===== src/rtl/match_logger_pkg.sv =====
`default_nettype none
// ============================================================================
// Module      : match_logger_pkg
// Description : Shared types and default parameters for the match logger.
// Revision    : 1.0 - initial release
// ============================================================================
package match_logger_pkg;

  // Default configuration values.
  localparam int TS_W_DEF  = 16;
  localparam int CNT_W_DEF = 8;
  localparam int DEPTH_DEF = 4;

  // Session FSM states.
  typedef enum logic [1:0] {
    IDLE  = 2'd0,
    RUN   = 2'd1,
    DRAIN = 2'd2
  } state_t;

endpackage
`default_nettype wire


===== src/rtl/match_logger_if.sv =====
`default_nettype none
// ============================================================================
// Module      : match_logger_if
// Description : Valid/ready timestamp stream from the logger to its consumer.
// Revision    : 1.0 - initial release
// ============================================================================
interface match_logger_if
  import match_logger_pkg::*;
#(
  parameter int TS_W = TS_W_DEF
) ();

  logic            ev_valid;
  logic            ev_ready;
  logic [TS_W-1:0] ev_ts;

  // Producer side (the logger).
  modport master (
    output ev_valid,
    output ev_ts,
    input  ev_ready
  );

  // Consumer side (host or debug port).
  modport slave (
    input  ev_valid,
    input  ev_ts,
    output ev_ready
  );

endinterface
`default_nettype wire


===== src/rtl/match_logger_fifo.sv =====
`default_nettype none
// ============================================================================
// Module      : match_fifo
// Description : Synchronous FIFO with a registered head. The head register
//               keeps its last value once the FIFO empties.
// Revision    : 1.0 - initial release
// ============================================================================
module match_fifo #(
  parameter int WIDTH = 16,
  parameter int DEPTH = 4
) (
  input  logic                     clk,
  input  logic                     reset,
  input  logic                     push_i,
  input  logic [WIDTH-1:0]         din_i,
  input  logic                     pop_i,
  output logic [WIDTH-1:0]         head_o,
  output logic                     full_o,
  output logic                     empty_o,
  output logic [$clog2(DEPTH):0]   count_o
);

  localparam int AW = $clog2(DEPTH);
  localparam int CW = AW + 1;

  logic [WIDTH-1:0] mem_q [DEPTH];
  logic [AW-1:0]    wr_ptr_q, wr_ptr_d;
  logic [AW-1:0]    rd_ptr_q, rd_ptr_d;
  logic [CW-1:0]    count_q, count_d;
  logic [WIDTH-1:0] head_q, head_d;

  logic w_full;
  logic w_empty;
  logic w_push;
  logic w_pop;

  assign w_full  = (count_q == CW'(DEPTH));
  assign w_empty = (count_q == CW'(0));
  // A pop frees a slot in the same cycle, so a full FIFO still accepts a push.
  assign w_pop   = pop_i & ~w_empty;
  assign w_push  = push_i & (~w_full | w_pop);

  // Next pointer, occupancy and head values.
  always_comb begin
    wr_ptr_d = wr_ptr_q;
    rd_ptr_d = rd_ptr_q;
    count_d  = count_q;
    head_d   = head_q;
    if (w_push) wr_ptr_d = wr_ptr_q + AW'(1);
    if (w_pop)  rd_ptr_d = rd_ptr_q + AW'(1);
    if (w_push && !w_pop)      count_d = count_q + CW'(1);
    else if (!w_push && w_pop) count_d = count_q - CW'(1);
    if (w_pop) begin
      if (count_q > CW'(1)) head_d = mem_q[rd_ptr_q + AW'(1)];
      else if (w_push)      head_d = din_i;
    end else if (w_push && w_empty) begin
      head_d = din_i;
    end
  end

  // Pointer, occupancy and head registers.
  always_ff @(posedge clk or negedge reset) begin
    if (!reset) begin
      wr_ptr_q <= '0;
      rd_ptr_q <= '0;
      count_q  <= '0;
      head_q   <= '0;
    end else begin
      wr_ptr_q <= wr_ptr_d;
      rd_ptr_q <= rd_ptr_d;
      count_q  <= count_d;
      head_q   <= head_d;
    end
  end

  // Storage array; contents are qualified by the occupancy counter.
  always_ff @(posedge clk) begin
    if (w_push) mem_q[wr_ptr_q] <= din_i;
  end

  assign head_o  = head_q;
  assign full_o  = w_full;
  assign empty_o = w_empty;
  assign count_o = count_q;

endmodule
`default_nettype wire


===== src/rtl/match_logger.sv =====
`default_nettype none
// ============================================================================
// Module      : match_logger
// Description : Timestamps and counts matcher hits during a session and
//               streams the timestamps out through a small FIFO.
// Revision    : 1.0 - initial release
// ============================================================================
module match_logger
  import match_logger_pkg::*;
#(
  parameter int TS_W  = TS_W_DEF,
  parameter int CNT_W = CNT_W_DEF,
  parameter int DEPTH = DEPTH_DEF
) (
  input  logic              clk,
  input  logic              reset,
  input  logic              start,
  input  logic              y_val,
  match_logger_if.master    ev,
  output logic [CNT_W-1:0]  match_count,
  output logic              overflow,
  output logic              busy
);

  localparam int CW = $clog2(DEPTH) + 1;

  state_t            state_q, state_d;
  logic              start_q;
  logic [TS_W-1:0]   ts_q, ts_d;
  logic [CNT_W-1:0]  cnt_q, cnt_d;
  logic              ovf_q, ovf_d;

  logic              w_start_rise;
  logic [TS_W-1:0]   w_ts_cur;
  logic              w_match;
  logic              w_push;
  logic              w_pop;
  logic              w_drop;
  logic              w_full;
  logic              w_empty;
  logic              w_empty_after;
  logic [CW-1:0]     w_count;
  logic [TS_W-1:0]   w_head;

  assign w_start_rise = start & ~start_q;
  // The first cycle of a session is always timestamp zero.
  assign w_ts_cur     = w_start_rise ? '0 : ts_q;
  assign w_match      = start & y_val;
  assign w_pop        = ~w_empty & ev.ev_ready;
  assign w_push       = w_match & (~w_full | w_pop);
  assign w_drop       = w_match & w_full & ~w_pop;
  // Only consulted with start low, when nothing can be pushed.
  assign w_empty_after = w_empty | ((w_count == CW'(1)) & w_pop);

  match_fifo #(
    .WIDTH (TS_W),
    .DEPTH (DEPTH)
  ) u_fifo (
    .clk     (clk),
    .reset   (reset),
    .push_i  (w_push),
    .din_i   (w_ts_cur),
    .pop_i   (w_pop),
    .head_o  (w_head),
    .full_o  (w_full),
    .empty_o (w_empty),
    .count_o (w_count)
  );

  // Timestamp, match counter and sticky overflow next-state.
  always_comb begin
    ts_d  = ts_q;
    cnt_d = w_start_rise ? '0 : cnt_q;
    ovf_d = (w_start_rise ? 1'b0 : ovf_q) | w_drop;
    if (start) begin
      if (w_start_rise)  ts_d = TS_W'(1);
      else if (ts_q != '1) ts_d = ts_q + TS_W'(1);
    end
    if (w_match && (cnt_d != '1)) cnt_d = cnt_d + CNT_W'(1);
  end

  // Session FSM next-state.
  always_comb begin
    state_d = state_q;
    case (state_q)
      IDLE: begin
        if (start) state_d = RUN;
      end
      RUN: begin
        if (!start) state_d = w_empty_after ? IDLE : DRAIN;
      end
      DRAIN: begin
        if (start)              state_d = RUN;
        else if (w_empty_after) state_d = IDLE;
      end
      default: state_d = IDLE;
    endcase
  end

  // State and datapath registers.
  always_ff @(posedge clk or negedge reset) begin
    if (!reset) begin
      state_q <= IDLE;
      start_q <= 1'b0;
      ts_q    <= '0;
      cnt_q   <= '0;
      ovf_q   <= 1'b0;
    end else begin
      state_q <= state_d;
      start_q <= start;
      ts_q    <= ts_d;
      cnt_q   <= cnt_d;
      ovf_q   <= ovf_d;
    end
  end

  assign ev.ev_valid  = ~w_empty;
  assign ev.ev_ts     = w_head;
  assign match_count  = cnt_q;
  assign overflow     = ovf_q;
  assign busy         = (state_q != IDLE);

endmodule
`default_nettype wire


===== src/flat_wrapper.sv =====
// flat-port wrapper written by rule: the top's interface ports become plain ports
module match_logger_flat import match_logger_pkg::*;
#(
  parameter int TS_W  = TS_W_DEF,
  parameter int CNT_W = CNT_W_DEF,
  parameter int DEPTH = DEPTH_DEF
)
  (clk, reset, start, y_val, match_count, overflow, busy, ev_ev_valid, ev_ev_ts, ev_ev_ready);
  match_logger_if #(.TS_W(TS_W)) ev_i ();
  input  logic clk;
  input  logic reset;
  input  logic start;
  input  logic y_val;
  output logic [CNT_W-1:0] match_count;
  output logic overflow;
  output logic busy;
  output wire logic [$bits(ev_i.ev_valid)-1:0] ev_ev_valid;
  output wire logic [$bits(ev_i.ev_ts)-1:0] ev_ev_ts;
  input wire logic [$bits(ev_i.ev_ready)-1:0] ev_ev_ready;
  assign ev_ev_valid = ev_i.ev_valid;
  assign ev_ev_ts = ev_i.ev_ts;
  assign ev_i.ev_ready = ev_ev_ready;
  match_logger #(.TS_W(TS_W), .CNT_W(CNT_W), .DEPTH(DEPTH)) u_core (.clk(clk), .reset(reset), .start(start), .y_val(y_val), .ev(ev_i), .match_count(match_count), .overflow(overflow), .busy(busy));
endmodule

===== config.mk =====
export PLATFORM = sky130hd
export DESIGN_NAME = match_logger_flat
export DESIGN_NICKNAME = d
export VERILOG_FILES = /design/src/rtl/match_logger_pkg.sv /design/src/rtl/match_logger_if.sv /design/src/rtl/match_logger_fifo.sv /design/src/rtl/match_logger.sv /design/src/flat_wrapper.sv
export SDC_FILE = /design/constraint.sdc
export NUM_CORES = 1
export LEC_CHECK = 0
export ABC_AREA = 1
export CAP_MARGIN = 10
export CORE_AREA = 2 2 122 124
export DETAILED_ROUTE_END_ITERATION = 10
export DIE_AREA = 0 0 124 126
export PLACE_DENSITY = 0.66
export SYNTH_ARGS = -nofsm -noshare
export SYNTH_HDL_FRONTEND = slang
export SYNTH_HIERARCHICAL = 1
export SYNTH_SLANG_ARGS = --single-unit

===== constraint.sdc =====
create_clock -name clk -period 2.9 [get_ports clk]
set_input_delay 0.435 -clock clk [delete_from_list [all_inputs] [get_ports clk]]
set_output_delay 0.435 -clock clk [all_outputs]
set_load 0.01 [all_outputs]

==> out/results.md <==
Outcome
* status: finished clean

Clock tree
* Clock H-tree levels: 4
* Clock Pin Slew Worst Setup and Hold Paths: 0.06 ns
* buffer type at the clock tree root: sky130_fd_sc_hd__clkbuf_16
* source-to-sink clock delay at the later pin of the worst-skew pair: 0.42 ns
* CTS resizes: 0
* deepest clock path buffer count: 2
* clock buffer count from CTS: 17
* clock tree from TritonCTS: done
* CTS sink cnt: 115

Critical path
* capturing instance or port of the critical path: u_core/u_fifo/head_o[0]$_DFFE_PN0P_
* CP Data Required Time: 3.26 ns
* worst setup path startpoint: u_core/u_fifo/count_o[0]$_DFFE_PN0P_
* destination of the worst register-to-register timing path: u_core/u_fifo/head_o[0]$_DFFE_PN0P_
* path type of the worst setup path: reg -> reg
* startpoint of the most critical register-to-register path: u_core/u_fifo/count_o[0]$_DFFE_PN0P_
* Critical Path End Type: flop
* crit-path max FO: 16
* worst path arrival time: 2.84 ns
* Startpoint Class: flop
* R2R setup slack: 0.42 ns
* number of cells traversed by the worst register-to-register path: 12

Pwr
* peak ir drop on the vdd network: 0.3903 mV
* post-layout power: 6.292 mW
* static leakage power: 3.005 nW
* combinational power share: 28.9%
* proportion of power drawn by the clock network: 36.3%
* switching part of the total power: 32.85%
* areal power density over the cells: 923.5 mW/mm^2
* Int Pwr: 4.225 mW
* share of total power in sequential cells: 34.8%
* net switching component of the power: 2.067 mW

Timing
* Min Clock Period, post-route: 2.477 ns
* number of pins with negative max-slew slack in the final report: 0
* Worst Skew: 0.007413 ns
* worst-case headroom to the max-slew limit: 22.89%
* Worst Hold Margin: 0.4642 ns
* final count of negative-setup-slack endpoints: 0
* total negative setup slack: 0 ns
* measured slew at the worst slew-check pin: 1.152 ns
* setup slack of the critical path after layout: 0.4231 ns
* Final Hold Viols: 0
* RSZ-0062 raised after global routing: no
* Final period util: 85.41%
* max frequency: 403.7 MHz

Synth
* most instantiated library cell after synthesis: sky130_fd_sc_hd__nand2_1
* yosys synthesis warning count: 6
* part of the Yosys area used for sequential elements: 56.54%
* mean area per synthesized cell: 8.716 sq um
* post-synthesis cell count: 649
* number of flops mapped to enable cells by yosys: 64
* unique cell type count in the Yosys netlist: 34
* post-synth top area cell: sky130_fd_sc_hd__edfxtp_1
* FF+latch count, synth: 115
* main flop type after synthesis: sky130_fd_sc_hd__edfxtp_1
* most instantiated cells after synthesis: sky130_fd_sc_hd__nand2_1 (224), sky130_fd_sc_hd__inv_1 (75), sky130_fd_sc_hd__nor2_1 (66)
* Synth Cell Area: 0.005657 sq mm
* Synth top area share: 33.97%
* leading cell types by total area after synthesis: sky130_fd_sc_hd__edfxtp_1 (34%), sky130_fd_sc_hd__dfrtp_1 (23%), sky130_fd_sc_hd__nand2_1 (15%)
* total nets after synthesis: 663
* FFs w/ async S/R, synth: 44.35%

Global route
* vias in the first global route: 4257
* fraction of met1 tracks used by global routing: 22.74%
* antenna violations before repair: 0
* overall global routing resource usage: 17.56%
* met2 usage in global routing: 28.12%
* leftover overflow at the end of global routing: 0
* most congested layer reported by global routing: met2
* maximum number of pins on one net before global-route repair: 36
* global-route track usage on met3: 5.072%
* global-route wire length before repair: 21090 um

Die
* x dimension of the die: 124 um
* Rows: 44
* Core Area: 0.01431 sq mm
* die footprint: 0.01562 sq mm
* die height: 126 um
* Initial Util: 39.52%
* number of ports placed on the die boundary: 32

Finish
* Filler cells: 1353
* post-layout instance area: 0.006813 sq mm
* fraction of layout instances using a drive strength above 1: 10.33%
* area added between synthesis and finish: 20.44%
* # diodes: 0
* number of nets in the finished design: 708

Detailed routing
* via/cell ratio: 4.897
* post-detailed-route DRC marker count: 0
* number of antenna-violating nets in the routed design: 0
* total detailed-routing wirelength: 12720 um
* number of DRC violations after detailed-routing iteration 0: 400
* via count: 4363
* detail-routed net length per standard cell: 14.27 um
* number of search-and-repair iterations in the first detailed-routing pass: 5

Job
* Max-Cap Viols: 0

Placed design
* setup slack at placement: 0.3250 ns
* placed wire-length estimate: 8323 um
* IO buf count: 31
* placed inst area: 0.006158 sq mm
* routability cong.: 0.8620

Min path
* worst min-delay path category: reg -> reg

-- worst max-delay path: stages, from the launching register on --
cell and delay [ns]:
sky130_fd_sc_hd__dfrtp_1 0.43, sky130_fd_sc_hd__inv_1 0.12, sky130_fd_sc_hd__ha_1 0.22, sky130_fd_sc_hd__inv_1 0.06
sky130_fd_sc_hd__nor2_2 0.11, sky130_fd_sc_hd__inv_1 0.09, sky130_fd_sc_hd__nand2_1 0.10, sky130_fd_sc_hd__inv_1 0.13
sky130_fd_sc_hd__o21ai_2 0.67, sky130_fd_sc_hd__nand2_4 0.13, sky130_fd_sc_hd__inv_4 0.19, sky130_fd_sc_hd__nand2_1 0.08
sky130_fd_sc_hd__nand2_1 0.07
-- per-layer routing --
layer,wire [um],vias up
met4,158,0
met3,663,13
li1,-,2166
met1,5858,2051
met5,0,-
met2,6039,133
-- logic make-up after synthesis --
logic type,share of synthesized area [%]
simple gates,26.74
buf+inv,7.586
xor+xnor,0.9290
compound gates,6.215
flops,56.54
fa+ha+maj,1.991
-- power by group through the flow --
stage	logic [mW]	clock network (mW)	registers (mW)
2_1_floorplan	1.20	0	2.22
3_3_place_gp	1.80	0	2.21
3_5_place_dp	1.81	0	2.22
4_1_cts	1.83	2.31	2.19
5_1_grt	2.06	2.40	2.22
6_report	1.82	2.28	2.19
-- state kept, by name, summed over array words and instances (netlist names) --
| register | flops |
|---|---|
| u_core/match_count | 8 |
| u_core/ts_q | 16 |
| u_core/u_fifo/rd_ptr_q | 2 |
| u_core/state_q | 2 |
| u_core/u_fifo/wr_ptr_q | 2 |
| u_core/start_q | 1 |
| u_core/overflow | 1 |
| u_core/u_fifo/mem_q | 64 |
| u_core/u_fifo/head_o | 16 |
| u_core/u_fifo/count_o | 3 |
-- layout by cell type (no fill, tap or decap), types with 11 or more instances in the layout --
| cell | count |
|---|---|
| sky130_fd_sc_hd__a21oi_1 | 21 |
| sky130_fd_sc_hd__edfxtp_1 | 64 |
| sky130_fd_sc_hd__nand2_1 | 224 |
| sky130_fd_sc_hd__buf_4 | 11 |
| sky130_fd_sc_hd__nand3_1 | 43 |
| sky130_fd_sc_hd__o21ai_0 | 23 |
| sky130_fd_sc_hd__clkbuf_16 | 17 |
| sky130_fd_sc_hd__nor2_1 | 66 |
| sky130_fd_sc_hd__inv_1 | 75 |
| sky130_fd_sc_hd__clkdlybuf4s50_1 | 30 |
| sky130_fd_sc_hd__dfrtp_1 | 51 |
-- what timing repair did --
item                      in CTS  in global routing
hold buffers                   1                  0
setup buffers                  0                  0
hold endpoints to repair      16                  0
-- how the worst min path moves through the flow --
stage	startpoint	endpoint	cells after the start
6_report	u_core/state_q[0]$_DFFE_PN0P_	u_core/state_q[0]$_DFFE_PN0P_	1
3_3_place_gp	reset	u_core/u_fifo/head_o[5]$_DFFE_PN0P_	1
5_1_grt	u_core/u_fifo/head_o[14]$_DFFE_PN0P_	u_core/u_fifo/head_o[14]$_DFFE_PN0P_	2
4_1_cts	u_core/state_q[0]$_DFFE_PN0P_	u_core/state_q[0]$_DFFE_PN0P_	1
2_1_floorplan	reset	u_core/match_count[0]$_DFF_PN0_	0
3_5_place_dp	reset	u_core/u_fifo/head_o[5]$_DFFE_PN0P_	1
-- through the flow --
step	cells	utilization [%]
2_1_floorplan	649	-
3_3_place_gp	858	43.02
3_5_place_dp	858	43.02
4_1_cts	891	47.60
5_1_grt	891	47.60
6_report	891	47.60
-- cell type report --
cell class	instances	area, sq um	area share (%)
Tap cell	184	230.2	3.379
Multi-Input combinational cell	435	2029	29.79
Inverter	82	312.8	4.591
Timing Repair Buffer	43	397.9	5.840
Sequential cell	115	3198	46.94
Clock buffer	22	464.2	6.814
Clock inverter	10	180.2	2.645
Note: power is estimated with default switching activity, not from simulation.
